**src/rtl/led_pkg.sv**
```systemverilog
// rtl/led_pkg.sv - shared types, constants and helpers for the LED bank arbiter
package led_pkg;

    localparam int LED_W = 5;

    typedef enum logic [1:0] {
        IDLE = 2'd0,
        OWN  = 2'd1,
        GAP  = 2'd2
    } state_t;

    localparam logic [1:0] REQ_USER   = 2'd0;
    localparam logic [1:0] REQ_STATUS = 2'd1;
    localparam logic [1:0] REQ_ALARM  = 2'd2;

    // Highest set bit wins; an all-zero vector maps to REQ_USER and is
    // never used as an owner because callers gate on |req first.
    function automatic logic [1:0] prio_enc(input logic [2:0] r);
        if (r[2]) begin
            return REQ_ALARM;
        end else if (r[1]) begin
            return REQ_STATUS;
        end else begin
            return REQ_USER;
        end
    endfunction

endpackage

```
**src/rtl/blink_prescaler.sv**
```systemverilog
// rtl/blink_prescaler.sv - free-running blink phase generator
// Ports: clk, reset (sync active-low), phase (toggles every BLINK_DIV cycles, 1 after reset)
module blink_prescaler #(
    parameter int BLINK_DIV = 25_000_000
) (
    input  logic clk,
    input  logic reset,
    output logic phase
);

    localparam int CW = (BLINK_DIV > 1) ? $clog2(BLINK_DIV) : 1;
    localparam logic [CW-1:0] CNT_LAST = CW'(BLINK_DIV - 1);

    logic [CW-1:0] cnt;

    always_ff @(posedge clk) begin
        if (!reset) begin
            cnt   <= '0;
            phase <= 1'b1;
        end else if (cnt == CNT_LAST) begin
            cnt   <= '0;
            phase <= ~phase;
        end else begin
            cnt   <= cnt + 1'b1;
        end
    end

endmodule

```
**src/rtl/led_bank_arbiter.sv**
```systemverilog
// rtl/led_bank_arbiter.sv - fixed-priority owner arbitration of the LED bank with hold time and blinking
// Ports: clk, reset (sync active-low), req[2:0] (2 highest), pat0/pat1/pat2, blink_en[2:0],
//        grant (one-hot owner or 0), leds (registered drive), busy (high while owned)
module led_bank_arbiter
    import led_pkg::*;
#(
    parameter int BLINK_DIV = 25_000_000,
    parameter int HOLD_CYC  = 1024
) (
    input  logic             clk,
    input  logic             reset,
    input  logic [2:0]       req,
    input  logic [LED_W-1:0] pat0,
    input  logic [LED_W-1:0] pat1,
    input  logic [LED_W-1:0] pat2,
    input  logic [2:0]       blink_en,
    output logic [2:0]       grant,
    output logic [LED_W-1:0] leds,
    output logic             busy
);

    localparam int HW = (HOLD_CYC > 1) ? $clog2(HOLD_CYC) : 1;
    localparam logic [HW-1:0] HOLD_LAST = HW'(HOLD_CYC - 1);

    state_t          state, state_nxt;
    logic [1:0]      owner, owner_nxt;
    logic [HW-1:0]   hold_cnt, hold_nxt;
    logic [1:0]      top_req;
    logic            phase;
    logic            own_nxt;
    logic [LED_W-1:0] pat_sel;
    logic [2:0]      grant_nxt;
    logic [LED_W-1:0] leds_nxt;

    blink_prescaler #(
        .BLINK_DIV(BLINK_DIV)
    ) u_blink (
        .clk  (clk),
        .reset(reset),
        .phase(phase)
    );

    assign top_req = prio_enc(req);

    always_comb begin
        state_nxt = state;
        owner_nxt = owner;
        hold_nxt  = hold_cnt;
        case (state)
            IDLE: begin
                if (|req) begin
                    state_nxt = OWN;
                    owner_nxt = top_req;
                    hold_nxt  = '0;
                end
            end
            OWN: begin
                // A voluntary release wins over a pending preemption.
                if (!req[owner]) begin
                    state_nxt = GAP;
                end else if ((top_req > owner) && (hold_cnt == HOLD_LAST)) begin
                    owner_nxt = top_req;
                    hold_nxt  = '0;
                end else if (hold_cnt != HOLD_LAST) begin
                    hold_nxt  = hold_cnt + 1'b1;
                end
            end
            GAP: begin
                state_nxt = IDLE;
            end
            default: begin
                state_nxt = IDLE;
            end
        endcase
    end

    // Outputs are registered from the next state so grant and leds appear
    // on the same edge that enters OWN.
    always_comb begin
        pat_sel = '0;
        case (owner_nxt)
            REQ_USER:   pat_sel = pat0;
            REQ_STATUS: pat_sel = pat1;
            REQ_ALARM:  pat_sel = pat2;
            default:    pat_sel = '0;
        endcase
        own_nxt   = (state_nxt == OWN);
        grant_nxt = own_nxt ? (3'b001 << owner_nxt) : 3'b000;
        leds_nxt  = '0;
        if (own_nxt && !(blink_en[owner_nxt] && !phase)) begin
            leds_nxt = pat_sel;
        end
    end

    always_ff @(posedge clk) begin
        if (!reset) begin
            state    <= IDLE;
            owner    <= REQ_USER;
            hold_cnt <= '0;
            grant    <= 3'b000;
            leds     <= '0;
            busy     <= 1'b0;
        end else begin
            state    <= state_nxt;
            owner    <= owner_nxt;
            hold_cnt <= hold_nxt;
            grant    <= grant_nxt;
            leds     <= leds_nxt;
            busy     <= own_nxt;
        end
    end

endmodule

```
**config.mk**
```make
export PLATFORM = sky130hd
export DESIGN_NAME = led_bank_arbiter
export DESIGN_NICKNAME = d
export VERILOG_FILES = /design/src/rtl/led_pkg.sv /design/src/rtl/blink_prescaler.sv /design/src/rtl/led_bank_arbiter.sv
export SDC_FILE = /design/constraint.sdc
export NUM_CORES = 1
export LEC_CHECK = 0
export CAP_MARGIN = 25
export CORE_ASPECT_RATIO = 1.75
export CORE_MARGIN = 3
export CORE_UTILIZATION = 55
export CTS_CLUSTER_DIAMETER = 30
export DETAILED_ROUTE_END_ITERATION = 8
export DONT_BUFFER_PORTS = 1
export GPL_ROUTABILITY_DRIVEN = 0
export PLACE_DENSITY = 0.78
export SYNTH_ARGS = -nofsm -noshare
export SYNTH_HDL_FRONTEND = slang
export SYNTH_SLANG_ARGS = --single-unit
export TNS_END_PERCENT = 1
```
**constraint.sdc**
```tcl
create_clock -name clk -period 3.6 [get_ports clk]
set_input_delay 0.54 -clock clk [delete_from_list [all_inputs] [get_ports clk]]
set_output_delay 0.54 -clock clk [all_outputs]
set_load 0.02 [all_outputs]
```
## Word level (Yosys, flattened, before mapping)

Cells that the tools add are included.

- Order comparisons: 3
- Reduce and logical (&&, ||, !) cells: 13
- Eq/ne operators: 10
- Mux-type cells: 19
- Shift-type cells: 1
- $add $sub $neg: 2
- Bitwise operators: 2

Operators by type and width:

| kind | number |
|---|---|
| $mux W10 | 4 |
| $add A25 B1 Y25 const B | 1 |
| $eq A25 B25 Y1 const B | 1 |
| $pmux W10 S2 | 1 |
| $pmux W5 S3 | 1 |
| $mux W2 | 6 |
| $add A10 B1 Y10 const B | 1 |
| $eq A10 B10 Y1 const B | 1 |
| $ne A10 B10 Y1 const B | 1 |
| $pmux W2 S2 | 2 |
| $eq A2 B1 Y1 const B | 3 |
| $lt A2 B3 Y1 const B | 2 |
| $bmux W1 S2 | 2 |
| $logic_not A2 Y1 | 2 |
| $ne A2 B2 Y1 const B | 2 |
| $reduce_and A2 Y1 | 2 |
| $reduce_and A4 Y1 | 1 |
| $logic_and A1 B1 Y1 | 3 |
| $mux W1 | 3 |
| $ne A3 B3 Y1 const B | 1 |
| $reduce_or A3 Y1 | 1 |
| $shl A1 B2 Y3 const A | 1 |
| $eq A2 B2 Y1 const B | 1 |
| $gt A2 B2 Y1 | 1 |
| other kinds (4) | 6 |

- Register bits: 49
- Output and inout bits: 9
- Input bits: 23
- Word-level logic and storage cells: 58

## Depth between registers and ports, before layout

Gate-level depths: netlist of run 1.

- Depth after elaboration: 13
- Mapped depth: 10
- Gate-level depth less buffers: 8

## Modules after synthesis

Synthesis of run 1 repeated with hierarchy kept, for this count alone.

- Cells, all modules: 269
- Area, all modules: 2,492.4 µm²

Modules (own cells, without submodules):

| module | instances | seq. area each (µm²) | cells an instance | area each (µm²) |
|---|---|---|---|---|
| blink_prescaler | 1 | 520.5 | 144 | 1,281.2 |
| led_bank_arbiter | 1 | 460.4 | 125 | 1,211.2 |

## Worst setup path before layout of run 1

OpenSTA, ideal clock, no wires.

- Path type: in2reg
- From: input port req[2]
- To: register leds[0]
- Cell stages on the path: 10
- Data required time: 3.471 ns
- Setup slack: 1.156 ns
- Setup time: 0.129 ns
- Data arrival time: 2.314 ns
- Buffers on the path: 2
- Path through: buf_6 -> nand2b_1 -> ha_1 -> a21boi_2 -> o2111ai_4 -> or2_1 -> buf_6 -> a21o_1 -> a211oi_4 -> a211oi_1

- Longest elaborated chain between the ends: 12
- Elaborated cells between the ends (all ways): 24
- Those cells by class: order compare: 1; eq/ne: 3; mux: 13; reduce/logical: 7

RTL lines:

| what | line | RTL |
|---|---|---|
| start, declared | led_bank_arbiter.sv:12 | `input logic [2:0] req,` |
| $mux W2 | led_pkg.sv:19 | `if (r[2]) begin` |
| $gt A2 B2 Y1 | led_bank_arbiter.sv:61 | `end else if ((top_req > owner) && (hold_cnt == HOLD_LAST)) begin` |
| $logic_and A1 B1 Y1 | led_bank_arbiter.sv:61 |  |
| $mux W2 | led_bank_arbiter.sv:61 |  |
| $mux W2 | led_bank_arbiter.sv:59 | `if (!req[owner]) begin` |
| $pmux W2 S2 | led_bank_arbiter.sv:49 | `case (state)` |
| $bmux W1 S2 | led_bank_arbiter.sv:90 | `if (own_nxt && !(blink_en[owner_nxt] && !phase)) begin` |
| $mux W1 (not written as such) | led_bank_arbiter.sv:90 |  |
| $logic_and A1 B1 Y1 | led_bank_arbiter.sv:90 |  |
| $logic_not A1 Y1 | led_bank_arbiter.sv:90 |  |
| $logic_and A1 B1 Y1 | led_bank_arbiter.sv:90 |  |
| $reduce_and A2 Y1 (no line) | -- |  |
| end signal, assigned | led_bank_arbiter.sv:108 | `leds <= leds_nxt;` |
| end, declared | led_bank_arbiter.sv:18 | `output logic [LED_W-1:0] leds,` |

Parallel ways exist; a longest one is shown, timed or not. The select of a mux whose other input is x is not followed.
A chain may end at the register's enable or synchronous reset.

## Worst setup path after layout of run 1

- From: register owner[1]
- To: register leds[1]

- Longest elaborated chain between the ends: 11
- Elaborated cells between the ends (all ways): 21
- Those cells by class: order compare: 1; eq/ne: 3; mux: 11; reduce/logical: 6

RTL lines:

| what | line | RTL |
|---|---|---|
| start, declared | led_bank_arbiter.sv:26 | `logic [1:0] owner, owner_nxt;` |
| start signal, assigned | led_bank_arbiter.sv:105 | `owner <= owner_nxt;` |
| $gt A2 B2 Y1 | led_bank_arbiter.sv:61 |  |
| $logic_and A1 B1 Y1 | led_bank_arbiter.sv:61 |  |
| $mux W2 | led_bank_arbiter.sv:61 |  |
| $mux W2 | led_bank_arbiter.sv:59 |  |
| $pmux W2 S2 | led_bank_arbiter.sv:49 |  |
| $bmux W1 S2 | led_bank_arbiter.sv:90 |  |
| $mux W1 (not written as such) | led_bank_arbiter.sv:90 |  |
| $logic_and A1 B1 Y1 | led_bank_arbiter.sv:90 |  |
| $logic_not A1 Y1 | led_bank_arbiter.sv:90 |  |
| $logic_and A1 B1 Y1 | led_bank_arbiter.sv:90 |  |
| $reduce_and A2 Y1 (no line) | -- |  |

Parallel ways exist; a longest one is shown, timed or not. The select of a mux whose other input is x is not followed.

==> results of run 1 <==
## sequential cells by signal, summed over array words and instances, names as in the netlist
register and count:
state 2, u_blink.cnt 25, busy 1, grant 3, owner 2, leds 5, hold_cnt 10, u_blink.phase 1
## routing by layer
| layer | part of all wire, % | global-route usage [%] | vias to the layer above |
|---|---|---|---|
| li1 | - | - | 1099 |
| met1 | 39 | 20.23 | 1027 |
| met2 | 54 | 37.90 | 61 |
| met3 | 4.0 | 3.836 | 15 |
| met4 | 3.6 | 10.00 | 0 |
| met5 | 0 | 0 | - |
## critical path: stages (launching register included)
cell,delay (ns)
dfxtp_1,0.46
inv_1,0.12
ha_1,0.33
and2b_1,0.21
o2111ai_4,0.26
or2_1,0.36
a21o_2,0.24
o21ai_0,0.14
a211oi_1,0.21
## power by group through the flow
stage	Clock, mW	Combinational [mW]	Sequential [mW]
2_1_floorplan	0	0.120	0.598
3_5_place_dp	0	0.139	0.605
3_3_place_gp	0	0.137	0.604
4_1_cts	0.348	0.140	0.592
6_report	0.333	0.140	0.592
5_1_grt	0.365	0.156	0.596
## layout make-up
cell class,instances,area (um^2),area share [%]
clock buffer,5,68.82,2.494
sequential,49,980.9,35.56
clock inverter,3,26.28,0.9524
inverter,8,30.03,1.088
multi-input combinational,248,1589,57.60
tap,51,63.81,2.313
## layout by cell type, fill, tap and decap left out, drive strengths merged, types with 3 or more instances in the layout
cell	instances
nor4	4
o21ai	18
and2	7
a21o	3
nand4	7
and4	3
a211oi	8
and2b	3
dfxtp	49
nand2	31
nand2b	4
and3	11
mux2i	3
or3b	3
xnor2	8
inv	9
nand3	29
a21oi	17
xor2	21
nor3	3
or3	4
ha	4
clkbuf	5
nor2	39
## kinds of logic after synthesis
kind of cell	Yosys count	synth area share (%)
and+or+nand+nor	155	30.59
AOI/OAI and AO/OA	55	14.82
DFF	49	36.89
xor gates and xnor gates	29	9.553
buffers and inverters	17	3.341
muxes	5	2.917
adders and majority gates	4	1.882
## final timing paths
path / endpoint / slack [ns] / cells past startpoint / startpoint
hold / removal: u_blink.phase$_SDFFE_PN1P_ / 0.29 / 1 / reset
setup / recovery: leds[1]$_SDFF_PN0_ / 1.22 / 8 / owner[1]$_SDFF_PN0_
setup reg to reg: leds[1]$_SDFF_PN0_ / 1.22 / 8 / owner[1]$_SDFF_PN0_
hold reg to reg: hold_cnt[9]$_SDFFE_PN0P_ / 0.48 / 2 / hold_cnt[9]$_SDFFE_PN0P_
==> key figures, run 1 <==
CTS
  • Clock slew at reported path FFs: 0.10 ns
  • Num CTS Buffers: 5
  • # hold bufs at CTS: 0
  • Postcts setup bufs: 0
  • Clk sinks: 49
  • CTS tree: done
  • Clk root buf: clkbuf_8
  • Clock Latency Late Sink: 0.31 ns
  • Clock buffer depth: 2
  • Post-CTS resize count: 0
  • Htree depth: 2

Final layout
  • Post-Layout Inst Area: 2759 um^2
  • N_diodes: 0
  • Area grow syn2layout: 3.765%
  • Final design utilization: 60.98%
  • Layout Cells excl Fill: 364
  • Nets: 339
  • Share of cells above drive strength 1: 10.22%
  • Fillers: 406

GRT
  • First-pass GRT wire length: 9.301 mm
  • GRT overflow: 0
  • Initial antenna violation count: 0
  • Vias in the first global route: 2,207
  • Largest net degree at the start of global routing: 26
  • GRT Util Overall: 20.30%

Critical path
  • Worst EP required: 3.83 ns
  • Setup CP Type: reg2reg
  • CP endpoint kind: flop
  • Setup crit start kind: flop
  • CP arrival: 2.62 ns
  • Worst Path Max Fanout: 9

Logic synthesis
  • Synthesized flop and latch total: 49
  • Synth area leaders: dfxtp_1 (37%), xor2_1 (6.9%), nand3_1 (5.5%)
  • Ys Warns: 0
  • Post-synth top area share: 36.89%
  • Mean Syn Cell Area: 8.468 um^2
  • Post-synth ARST share: 0%
  • Yosys cell types: 56
  • Post-synth top area cell: dfxtp_1
  • Synthesized instance count: 314
  • Register area share after synthesis: 36.89%
  • Post-synth top cells: dfxtp_1 (49), nor2_1 (38), nand2_1 (31), nand3_1 (29), xor2_1 (21)
  • Synthesized Nets: 341
  • Most frequent cell after synthesis: dfxtp_1
  • Post-synthesis instance area: 2659 um^2
  • Number of flops mapped to enable cells by yosys: 0
  • Ys flop type: dfxtp_1

Detailed routing
  • WL/cell: 15.05 um
  • Routed via count: 2,202
  • Avg Vias per Cell: 6.049
  • Drt total wl: 5.480 mm
  • First-iteration detailed-routing DRC count: 96
  • Remaining antenna violation count: 0
  • 1st-pass router iterations: 4
  • Remaining DRCs: 0

Power
  • Worst vdd ir: 0.3080 mV
  • Leakage: 0.9900 nW
  • Sw Share: 29.00%
  • Flop pwr share: 55.6%
  • Int Pwr: 756.2 uW
  • Total Power: 1.065 mW
  • Switching pwr: 308.9 uW
  • Clock power share: 31.2%
  • Comb pwr share: 13.2%
  • P per Cell Area: 386.1 nW/um^2

STA
  • Final worst path period share: 66.24%
  • Slew headroom: 39.70%
  • RSZ-0062 raised after global routing: false
  • Actual slew at the worst max-slew pin: 0.9046 ns
  • Crit path time final: 2.385 ns
  • Final hold vios: 0
  • PnR worst setup slack: 1.215 ns
  • Clock skew: 0.007728 ns
  • Max Transition Viols Final: 0
  • Final hold slack: 0.2892 ns
  • Setup total negative slack: 0 ns
  • Number of setup violations in the final report: 0
  • F_max: 0.4193 GHz

Place
  • DP Worst Slack: 1.125 ns
  • Placed instance area: 2664 um^2
  • Post-Place Cells: 356
  • Number of I/O port buffers: 0
  • DP HPWL: 4.219 mm

Floorplan
  • Core area: 4524 um^2
  • Die Area: 5737 um^2
  • Chip Height: 97.98 um
  • Row count: 32
  • Initial core utilization: 58.77%
  • Ports: 32
  • Die width: 58.56 um

Outcome
  • Status: finished clean

Job
  • Max Cap Viol: 0

Hold path
  • Min-delay worst type: in2reg
No activity file was read; power rests on OpenSTA's default activity.
==> run 2: changes to the inputs <==
- clock period: 3.6 -> 2.3 ns (I/O delays scaled with it)
==> run 2 against run 1 <==
Hold slack worse by 0.20 ns. Critical endpoint is now leds[2]$_SDFF_PN0_. Register-to-register slack worse by 1.1 ns. Global-route usage shrank 0.11 points. Non-clock buffer count increased by 9.
==> key figures, run 2 (same netlist as run 1, synthesis figures left out) <==
Outcome
  • Status: finished clean

STA
  • Setup total negative slack: 0 ns (unchanged)
  • Clock skew: 0.01049 ns (+0.002760 ns)
  • Number of setup violations in the final report: 0 (unchanged)
  • Slew headroom: 69.25% (+30 points)
  • Crit path time final: 2.137 ns (-0.2476 ns)
  • Final hold slack: 0.09415 ns (-0.1951 ns)
  • RSZ-0062 raised after global routing: false
  • F_max: 0.4679 GHz (+12%)
  • Final hold vios: 0 (unchanged)
  • Final worst path period share: 92.92% (+27 points)
  • Max Transition Viols Final: 0 (unchanged)
  • Actual slew at the worst max-slew pin: 0.4577 ns (-0.4469 ns)

Final layout
  • N_diodes: 0 (unchanged)
  • Nets: 348 (+2.7%)
  • Share of cells above drive strength 1: 13.66% (+3.4 points)
  • Largest registers: u_blink.cnt: 25 flops, hold_cnt: 10 flops, leds: 5 flops
  • Layout Cells excl Fill: 373 (+2.5%)
  • Final design utilization: 62.89% (+1.9 points)
  • Most frequent cells in the layout: dfxtp_1 (49), nor2_1 (38), nand2_1 (31), nand3_1 (29), xor2_1 (21)
  • Most flop-heavy register: u_blink.cnt
  • Most common cell after layout, fill and taps aside: dfxtp_1
  • Area grow syn2layout: 7.012%
  • Number of flip-flops in the largest register: 25 (unchanged)

Hold path
  • Min-delay worst type: in2reg
  • Hold path cells: 1 (unchanged)
  • Hold_sp: reset
  • Endpoint of the worst hold-timing path: u_blink.phase$_SDFFE_PN1P_

Critical path
  • CP arrival: 2.33 ns (-0.29 ns)
  • Critical path's top delay family: compound AO/OA/AOI/OAI gates
  • Setup CP Type: reg2reg
  • CP endpoint kind: flop
  • CP Cell Sequence: inv_1 -> ha_4 -> and2b_2 -> o2111ai_4 -> nor2_4 -> mux2_4 -> a211oi_4 -> a211oi_1
  • Worst EP required: 2.49 ns (-1.34 ns)
  • Setup crit start kind: flop
  • Reg2reg setup slack: 0.16 ns (-1.05 ns)
  • Worst Path Max Fanout: 7 (-2)
  • Reg2Reg Depth: 8 (unchanged)
  • Crit-path max cell delay: 0.35 ns (-0.11 ns)
  • Reg2reg start: owner[1]$_SDFF_PN0_
  • Slowest cell on the critical path: mux2_4
  • Worst Path Buf+Inv: 1 (unchanged)
  • Crit Reg-Reg Endpoint: leds[2]$_SDFF_PN0_

Job
  • Max Cap Viol: 0 (unchanged)

Detailed routing
  • Routed via count: 2,223 (+0.95%)
  • 1st-pass router iterations: 5 (+1)
  • Top layer used by detailed routing: met4
  • Remaining antenna violation count: 0 (unchanged)
  • Avg Vias per Cell: 5.960 (-1.5%)
  • First-iteration detailed-routing DRC count: 54 (-44%)
  • WL/cell: 14.46 um (-3.9%)
  • Drt total wl: 5.395 mm (-1.6%)
  • Remaining DRCs: 0 (unchanged)
  • WL met3: 219 um (+0.92%)
  • Met1 wire length: 2.085 mm (-2.0%)
  • Met2 WL post-DR: 2.835 mm (-3.5%)

GRT
  • Largest net degree at the start of global routing: 26 (unchanged)
  • GRT overflow: 0 (unchanged)
  • First-pass GRT wire length: 9.197 mm (-1.1%)
  • GRT Util Overall: 20.19% (-0.11 points)
  • Vias in the first global route: 2,161 (-2.1%)
  • Initial antenna violation count: 0 (unchanged)

CTS
  • Clk root buf: clkbuf_8
  • Clock slew at reported path FFs: 0.10 ns (about the same)
  • Num CTS Buffers: 5 (unchanged)
  • CTS tree: done
  • Clock Latency Late Sink: 0.31 ns (about the same)
  • Htree depth: 2 (unchanged)
  • Clk sinks: 49 (unchanged)
  • Clock buffer depth: 2 (unchanged)

Floorplan
  • Core area: 4524 um^2 (unchanged)
  • Die width: 58.56 um (unchanged)
  • Row count: 32 (unchanged)
  • Initial core utilization: 58.77% (unchanged)
  • Die Area: 5737 um^2 (unchanged)
  • Ports: 32 (unchanged)
  • Chip Height: 97.98 um (unchanged)

Power
  • Leakage: 1.042 nW (+5.2%)
  • Worst vdd ir: 0.5117 mV (+66%)
  • P per Cell Area: 594.6 nW/um^2 (+54%)

Place
  • DP HPWL: 4.182 mm (-0.86%)
  • Post-Place Cells: 364 (+2.2%)
  • Number of I/O port buffers: 0 (unchanged)
## run 2: cell count changes in the layout (fill, tap and decap cells not counted), moves of 2 or more
cell / previous run / this run
inv_6: 0 / 2
buf_4: 0 / 9
o21ai_1: 0 / 2
o21ai_0: 17 / 15
## run 2: layout make-up
| cell class | instances | area, um^2 |
|---|---|---|
| clock buffers | 5 | 68.82 |
| clock inverters | 3 | 25.02 |
| fillers | 407 | 1679 |
| inverters | 8 | 30.03 |
| multi-input cells | 248 | 1609 |
| flip-flops and latches | 49 | 980.9 |
| well taps | 51 | 63.81 |
| repair buffers | 9 | 67.56 |
## run 2: metrics by stage
stage / instance area (um^2) / power, mW / setup slack [ns]
after CTS: 2818 / 1.699 / 0.03671
after global routing: 2845 / 1.779 / 0.04048
after floorplan: 2659 / 1.125 / 0.05142
after detailed placement: 2724 / 1.176 / 0.01462
final: 2845 / 1.692 / 0.1629
after global placement: 2724 / 1.172 / 0.05072
## run 2: worst max path at each step
stage	startpoint	to	slack [ns]	cells after the start
final	owner[1]$_SDFF_PN0_	leds[2]$_SDFF_PN0_	0.16	8
after global routing	hold_cnt[0]$_SDFFE_PN0P_	leds[0]$_SDFF_PN0_	0.04	7
after CTS	owner[1]$_SDFF_PN0_	leds[1]$_SDFF_PN0_	0.04	9
after detailed placement	owner[1]$_SDFF_PN0_	leds[0]$_SDFF_PN0_	0.01	9
after global placement	req[2]	leds[0]$_SDFF_PN0_	0.05	9
after floorplan	req[2]	leds[0]$_SDFF_PN0_	0.05	10
## run 2: layer usage
layer	track usage, %	up-vias
met3	4.233	21
met2	35.92	65
met4	11.79	0
li1	-	1118
met1	20.71	1019
met5	0	-
## run 2: power breakdown
part	internal [mW]	leakage [nW]	switching (mW)	total, mW
sequential	0.879	0.398	0.0434	0.922
combinational	0.0981	0.599	0.144	0.242
clock	0.222	0.0452	0.306	0.528
total	1.20	1.04	0.493	1.69
## run 2: what timing repair did
action,in CTS,in global routing
gates resized for setup,1,5
pin swaps,0,2
buffers inserted,0,1
setup endpoints to repair,1,3
hold buffers,0,0
